File: config.mk
export PLATFORM = sky130hd
export DESIGN_NAME = fifo_serial_tx
export DESIGN_NICKNAME = d
export VERILOG_FILES = /design/src/rtl/fifo_serial_tx.sv
export SDC_FILE = /design/constraint.sdc
export NUM_CORES = 1
export LEC_CHECK = 0
export ABC_CLOCK_PERIOD_IN_PS = 2700
export CAP_MARGIN = 20
export CORE_MARGIN = 2
export CORE_UTILIZATION = 35
export CTS_CLUSTER_DIAMETER = 30
export DETAILED_ROUTE_END_ITERATION = 10
export PLACE_DENSITY = 0.63
export SKIP_LAST_GASP = 1
export SYNTH_ARGS = -nofsm -noshare
export SYNTH_HDL_FRONTEND = slang
export SYNTH_SLANG_ARGS = --single-unit
File: constraint.sdc
create_clock -name clock -period 2.7 [get_ports clock]
set_input_delay 0.81 -clock clock [delete_from_list [all_inputs] [get_ports clock]]
set_output_delay 0.81 -clock clock [all_outputs]
set_load 0.05 [all_outputs]
File: src/rtl/fifo_serial_tx.sv
// Serial transmitter that drains an upstream synchronous FIFO, one word per frame:
// a start bit, data_width+1 data bits LSB first, then a stop bit.
module fifo_serial_tx #(
  parameter int data_width   = 7,
  parameter int clks_per_bit = 4
) (
  input  logic                clock,
  input  logic                reset,
  input  logic                empty,
  input  logic [data_width:0] DATAIN,
  input  logic                enable,
  output logic                rn,
  output logic                txd,
  output logic                busy,
  output logic                done
);

  localparam int BAUD_W = $clog2(clks_per_bit);
  // Bit counter must reach data_width+1 at the end of a frame without wrapping.
  localparam int BIT_W  = $clog2(data_width + 2);

  localparam logic [BAUD_W-1:0] BAUD_LAST = BAUD_W'(clks_per_bit - 1);
  localparam logic [BAUD_W-1:0] BAUD_ONE  = BAUD_W'(1);
  localparam logic [BIT_W-1:0]  BIT_LAST  = BIT_W'(data_width);
  localparam logic [BIT_W-1:0]  BIT_ONE   = BIT_W'(1);

  typedef enum logic [2:0] {IDLE, FETCH, LOAD, START, DATA, STOP} state_t;

  state_t                state, state_n;
  logic [data_width:0]   shift, shift_n;
  logic [BIT_W-1:0]      bit_cnt, bit_n;
  logic [BAUD_W-1:0]     baud_cnt, baud_n;
  logic                  txd_n, busy_n, done_n;
  logic                  baud_end;
  logic                  can_fetch;

  assign baud_end  = (baud_cnt == BAUD_LAST);
  assign can_fetch = enable && !empty;
  assign rn        = (state == FETCH);

  always_comb begin
    // NOTE: every signal gets a default first so no path through the case infers a latch.
    state_n = state;
    shift_n = shift;
    bit_n   = bit_cnt;
    baud_n  = baud_cnt;

    if (state == START || state == DATA || state == STOP)
      baud_n = baud_end ? '0 : baud_cnt + BAUD_ONE;

    case (state)
      IDLE:  if (can_fetch) state_n = FETCH;
      FETCH: state_n = LOAD;
      LOAD: begin
        shift_n = DATAIN;
        bit_n   = '0;
        baud_n  = '0;
        state_n = START;
      end
      START: if (baud_end) state_n = DATA;
      DATA: begin
        if (baud_end) begin
          shift_n = shift >> 1;
          bit_n   = bit_cnt + BIT_ONE;
          if (bit_cnt == BIT_LAST) state_n = STOP;
        end
      end
      STOP:    if (baud_end) state_n = can_fetch ? FETCH : IDLE;
      default: state_n = IDLE;
    endcase

    // Outputs are derived from the next state so the registered copies line up with it.
    txd_n = 1'b1;
    if (state_n == START)     txd_n = 1'b0;
    else if (state_n == DATA) txd_n = shift_n[0];
    busy_n = (state_n != IDLE);
    done_n = (state_n == STOP) && (baud_n == BAUD_LAST);
  end

  // NOTE: sequential state uses non-blocking assignments so every register samples pre-edge values.
  always_ff @(posedge clock) begin
    if (!reset) begin
      state    <= IDLE;
      shift    <= '0;
      bit_cnt  <= '0;
      baud_cnt <= '0;
      txd      <= 1'b1;
      busy     <= 1'b0;
      done     <= 1'b0;
    end else begin
      state    <= state_n;
      shift    <= shift_n;
      bit_cnt  <= bit_n;
      baud_cnt <= baud_n;
      txd      <= txd_n;
      busy     <= busy_n;
      done     <= done_n;
    end
  end

endmodule
==> results of run 1 <==
==> area by class of cell <==
cell class / count / area [um2] / share of cell area [%]
Timing Repair Buffer: 18 / 170 / 14.4
Clock inverter: 1 / 30.0 / 2.55
Sequential cell: 20 / 400 / 33.9
Clock buffer: 3 / 22.5 / 1.91
Tap cell: 30 / 37.5 / 3.18
Multi-Input combinational cell: 74 / 508 / 43.1
Inverter: 3 / 11.3 / 0.954
==> routing by layer <==
layer	share of wire (%)	global-route usage, %
met1	49	17.8
met2	45	19.3
met3	2.5	1.63
met4	3.4	10.2
met5	0	0
==> power by group <==
part | switching [mW] | total, mW | internal [mW]
sequential | 0.0118 | 0.318 | 0.306
clock | 0.0954 | 0.246 | 0.150
combinational | 0.0434 | 0.0875 | 0.0441
==> cell usage in the layout, fill, tap and decap left out, drive strengths merged, types with 2 or more instances in the layout <==
| cell | instances |
|---|---|
| a211oi | 2 |
| a21boi | 6 |
| a21o | 2 |
| a21oi | 2 |
| a22oi | 8 |
| and2 | 2 |
| and3 | 2 |
| buf | 4 |
| clkbuf | 3 |
| clkdlybuf4s50 | 14 |
| dfxtp | 20 |
| ha | 2 |
| inv | 3 |
| mux2i | 2 |
| nand2 | 10 |
| nand2b | 2 |
| nand3 | 3 |
| nor2 | 9 |
| nor2b | 4 |
| nor3 | 2 |
| xor2 | 2 |
==> kinds of logic (layout without fill, tap and decap cells) <==
group | Yosys count | in the layout | share of synthesized area [%]
compound gates | 27 | 27 | 21.3
flops | 20 | 20 | 42.0
buf+inv | 9 | 25 | 4.60
fa+ha+maj | 2 | 2 | 2.63
xor+xnor | 2 | 2 | 1.84
simple gates | 41 | 41 | 25.5
mux | 2 | 2 | 2.10
==> worst max-delay path by stage <==
stage                     cells past startpoint  slack (ns)              to                 from
after floorplan                               3        0.18              rn  state[1]$_SDFF_PN0_
after global placement                        6        0.45  txd$_SDFF_PN1_               enable
after detailed placement                      6        0.38  txd$_SDFF_PN1_               enable
after CTS                                     1        0.43             txd       txd$_SDFF_PN1_
after global routing                          1        0.40             txd       txd$_SDFF_PN1_
final                                         1        0.44             txd       txd$_SDFF_PN1_
==> registers in the layout (all words and copies together), names as in the netlist <==
register  cells
state         3
baud_cnt      2
txd           1
shift         8
busy          1
bit_cnt       4
done          1
==> stage by stage <==
step / std cells / power (mW)
global route: 149 / 0.682
finish: 149 / 0.651
global placement: 145 / 0.411
detailed placement: 145 / 0.412
CTS: 149 / 0.661
floorplan: 103 / 0.380
==> impl_metrics.csv, run 1 <==
group,metric,value,unit
run_status,outcome,"finished, final reports clean",
cells_and_area,synthToLayoutAreaGrowth,23.9,%
floorplanning,pin_count,16,
placement,dp_slack,0.376,ns
timing,setup_tns,0,ns
placement,place_area,0.00113,mm2
placement,hpwl,1.35,mm
worst_setup_path,path_buf_inv,1,
drt,wl_per_cell,12.6,um
yosys,ys_top_cells_by_count,"dfxtp_1 (20), nand2_1 (10), a22oi_1 (8), nor2_1 (8), a21boi_0 (6)",
yosys,syn_nets,117,
timing,finClkSkew,0.00788,ns
yosys,yosys_most_used_dff,"dfxtp_1",
placement,port_buffers,15,
worst_setup_path,r2r_slack,0.73,ns
yosys,syn_area,952,um2
worst_setup_path,worstReg2RegStart,"baud_cnt[0]$_SDFF_PN0_",
global_route,grt_use_total,13.3,%
cells_and_area,final_core_util,46.8,%
drt,wirelength,1.88,mm
floorplanning,die_w,56.2,um
worst_setup_path,reg2reg_depth,6,
cts,tritoncts,"yes",
worst_setup_path,cp-end-kind,"primary output",
drt,drc,0,
timing,finalSetupViolCount,0,
power,power.density,552,mW/mm2
cells_and_area,fin_nets,134,
worst_setup_path,path_class,"reg -> out",
drt,via_per_inst,5.23,
timing,hold_violations,0,
timing,worst-slew-pin-transition,0.497,ns
cts,cts_hold_buf,0,
cts,cts_sinks,20,
cts,clk_path_buf_depth,2,
worst_hold_path,hold-path-cell-count,2,
cts,cts_max_level,1,
cells_and_area,final_area,0.00118,mm2
global_route,grt_pass1_vias,725,
worst_setup_path,crit_family,"buffers and inverters",
yosys,yosys_warnings,0,
timing,fin_crit_sh,83.6,%
drt,ant_nets,0,
worst_hold_path,min_path_type,"reg -> reg",
power,ir_drop,356,uV
global_route,antenna_found_initial,0,
placement,place_congestion,0.752,
yosys,syn_inst,103,
worst_setup_path,worstPathArrival,1.45,ns
run,maxCapViolCount,0,
yosys,ys_async_sr_fraction,0,%
timing,max_freq,443,MHz
cts,post_cts_buffers,0,
cts,path_clk_slew,0.12,ns
worst_setup_path,crit_chain,"clkdlybuf4s50_1",
cts,cts_buffers,3,
yosys,synth.most_common_cell,"dfxtp_1",
floorplanning,start_util,37.7,%
yosys,syn_avg_cell_area,9.24,um2
cts,cts_root_buf,"clkbuf_4",
yosys,ys_seq_elements,20,
drt,vias,780,
worst_hold_path,min_to,"shift[4]$_SDFFE_PN0P_",
worst_setup_path,start_kind,"flop",
drt,drt_iter0_drc,14,
cells_and_area,n_fill_cell,252,
worst_setup_path,timing.rr.end,"txd$_SDFF_PN1_",
worst_setup_path,critPathMaxStageDelay,0.80,ns
floorplanning,die_h,56.2,um
worst_setup_path,cp.required,1.89,ns
power,cellLeakagePower,0.444,nW
floorplanning,row_count,18,
timing,slew_violations,0,
yosys,synth_top_area_share,42.0,%
timing,slew_headroom,66.8,%
floorplanning,core-area,0.00252,mm2
yosys,synthTopCellsByArea,"dfxtp_1 (42%), a22oi_1 (6.3%), a21boi_0 (4.7%), nand2_1 (3.9%), nor2_1 (3.2%)",
global_route,grt_max_degree,17,
timing,final.min_clock_period,2.26,ns
worst_setup_path,slowest_stage,"clkdlybuf4s50_1",
cells_and_area,n_antenna_cell,0,
cts,cts.repair.resized,0,
cells_and_area,drive_above_1_share,10.9,%
worst_hold_path,worstHoldStart,"shift[4]$_SDFFE_PN0P_",
yosys,yosysUniqueCellTypes,37,
timing,hold_ws,0.474,ns
global_route,grt_pass1_wl,3.29,mm
global_route,overflow,0,
floorplanning,dieArea,0.00315,mm2
drt,first_pass_iters,3,
worst_setup_path,worstPathMaxFanout,1,
yosys,synth_edf_count,0,
yosys,ys_seq_area_share,42.0,%
yosys,yosysTopAreaCell,"dfxtp_1",
timing,grt_setup_unrepaired,"false",
timing,setup_ws,0.443,ns
cts,insertion_delay,0.31,ns
(Power assumes the default switching activity.)
==> inputs of run 2 (changes only) <==
- ABC_CLOCK_PERIOD_IN_PS: 2700 -> 2100
- clock period: 2.7 -> 2.1 ns (I/O delays scaled with it)
==> run 2 against run 1 <==
  * Sequential power rose by 28%
  * Global-route usage down 0.46 points
  * Utilization is 0.99 points higher
  * Cell count is 1.3% higher
  * Worst hold slack got worse by 0.010 ns
  * Highest routed layer unchanged
  * Via count increased by 3.5%
  * Critical endpoint is now rn
  * Setup slack got worse by 0.32 ns
  * Count of clock-buffer cells in the layout stayed put
  * Cell area increased by 2.1%
  * Power grew 31%
  * Clock skew is 0.0044 ns lower
  * Clock power is 30% higher
==> impl_metrics.csv, run 2 (synthesis results as in run 1) <==
group,metric,value,unit
run_status,outcome,"finished, final reports clean",
floorplanning,die_w,56.2,um
cells_and_area,synthToLayoutAreaGrowth,26.5,%
timing,grt_setup_unrepaired,"false",
floorplanning,start_util,37.7,%
drt,wirelength,1.93,mm
cts,cts_max_level,1,
drt,ant_nets,0,
cells_and_area,drive_above_1_share,15.7,%
power,swShare,23.6,%
global_route,grt_pass1_vias,739,
floorplanning,row_count,18,
drt,drt_iter0_drc,27,
cells_and_area,largest_reg_flops,8,
power,p_sw,201,uW
worst_hold_path,min_path_type,"reg -> reg",
power,ir_drop,349,uV
cts,cts.repair.resized,0,
floorplanning,core-area,0.00252,mm2
cts,clk_path_buf_depth,2,
cts,insertion_delay,0.31,ns
global_route,antenna_found_initial,0,
power,p_comb_share,14.5,%
cells_and_area,final_common_cell,"dfxtp_1",
placement,port_buffers,15,
drt,drc,0,
cts,cts_buffers,3,
power,p_clk_share,37.6,%
power,power.density,707,mW/mm2
drt,first_pass_iters,4,
cts,post_cts_buffers,0,
global_route,grt_max_degree,13,
global_route,grt_pass1_wl,3.18,mm
timing,hold_violations,0,
worst_setup_path,worstPathMaxFanout,9,
worst_setup_path,worstPathArrival,1.35,ns
cells_and_area,n_antenna_cell,0,
cells_and_area,n_fill_cell,252,
timing,max_freq,505,MHz
cts,cts_root_buf,"clkbuf_4",
cts,cts_sinks,20,
timing,final.min_clock_period,1.98,ns
placement,place_congestion,0.814,
power,intPower,650,uW
global_route,overflow,0,
power,p_total,851,uW
timing,finClkSkew,0.00345,ns
drt,wl_per_cell,12.7,um
placement,hpwl,1.43,mm
timing,finalSetupViolCount,0,
drt,via_per_inst,5.34,
timing,slew_violations,0,
cts,path_clk_slew,0.12,ns
global_route,grt_use_total,12.9,%
timing,worst-slew-pin-transition,0.454,ns
cts,tritoncts,"yes",
worst_setup_path,start_kind,"flop",
cells_and_area,fin_nets,136,
worst_setup_path,path_class,"reg -> out",
run,maxCapViolCount,0,
placement,place_area,0.00115,mm2
cts,cts_hold_buf,0,
timing,fin_crit_sh,94.2,%
cells_and_area,reg.largest.list,"shift x8, bit_cnt x4, state x3",
cells_and_area,final_area,0.00120,mm2
power,seq_power_share,47.9,%
worst_setup_path,cp-end-kind,"primary output",
cells_and_area,final_cell_mix,"dfxtp_1 (20), clkdlybuf4s50_1 (11), nand2_1 (10)",
floorplanning,dieArea,0.00315,mm2
cells_and_area,top_register,"shift",
floorplanning,pin_count,16,
drt,vias,807,
power,cellLeakagePower,0.464,nW
worst_setup_path,cp.required,1.47,ns
timing,slew_headroom,69.7,%
floorplanning,die_h,56.2,um
run 2: cell types whose count changed in the layout (fill, tap and decap cells not counted), sizes merged:
cell | previous run | this run
buf | 4 | 9
clkdlybuf4s50 | 14 | 11
run 2: worst max-delay path, cell delays in order, from the launching register on:
cell,delay (ns)
dfxtp_1,0.53
inv_1,0.14
nor3_2,0.19
buf_12,0.17
run 2: final timing paths:
check / start / end / slack, ns / cells past startpoint
min: shift[1]$_SDFFE_PN0P_ / shift[1]$_SDFFE_PN0P_ / 0.46 / 2
max: state[0]$_SDFF_PN0_ / rn / 0.12 / 3
min reg2reg: shift[1]$_SDFFE_PN0P_ / shift[1]$_SDFFE_PN0P_ / 0.46 / 2
max reg2reg: baud_cnt[0]$_SDFF_PN0_ / txd$_SDFF_PN1_ / 0.23 / 6
run 2: power groups by stage:
stage	sequential [mW]	clock [mW]	combinational [mW]
floorplan	0.418	0	0.0711
global placement	0.416	0	0.122
detailed placement	0.416	0	0.124
CTS	0.408	0.328	0.124
global route	0.410	0.339	0.134
finish	0.408	0.320	0.123
run 2: area by class of cell:
class                      count  area [um2]  share of cell area (%)
timing repair buffer          20         190                    15.8
clock buffer                   3        22.5                    1.87
tap                           30        37.5                    3.12
inverter                       3        11.3                   0.935
sequential                    20         400                    33.2
multi-input combinational     74         513                    42.6
clock inverter                 1        30.0                    2.49
run 2: metrics by stage:
stage                     cells  TNS (ns)  utilization, %  setup slack (ns)  hold slack, ns
after floorplan             103         0               -             0.191           0.436
after global placement      147         0            45.7            0.0558           0.446
after detailed placement    147  -0.00727            45.7          -0.00727           0.446
after CTS                   151         0            47.8             0.110           0.464
after global routing        151         0            47.8            0.0217           0.478
final                       151         0            47.8             0.121           0.464
run 2: per-layer routing:
metal / up-vias / wire length (um) / track usage (%)
li1: 408 / - / -
met1: 378 / 986 / 17.1
met2: 16 / 831 / 19.5
met3: 5 / 56 / 1.63
met4: 0 / 51 / 8.16
met5: - / 0 / 0
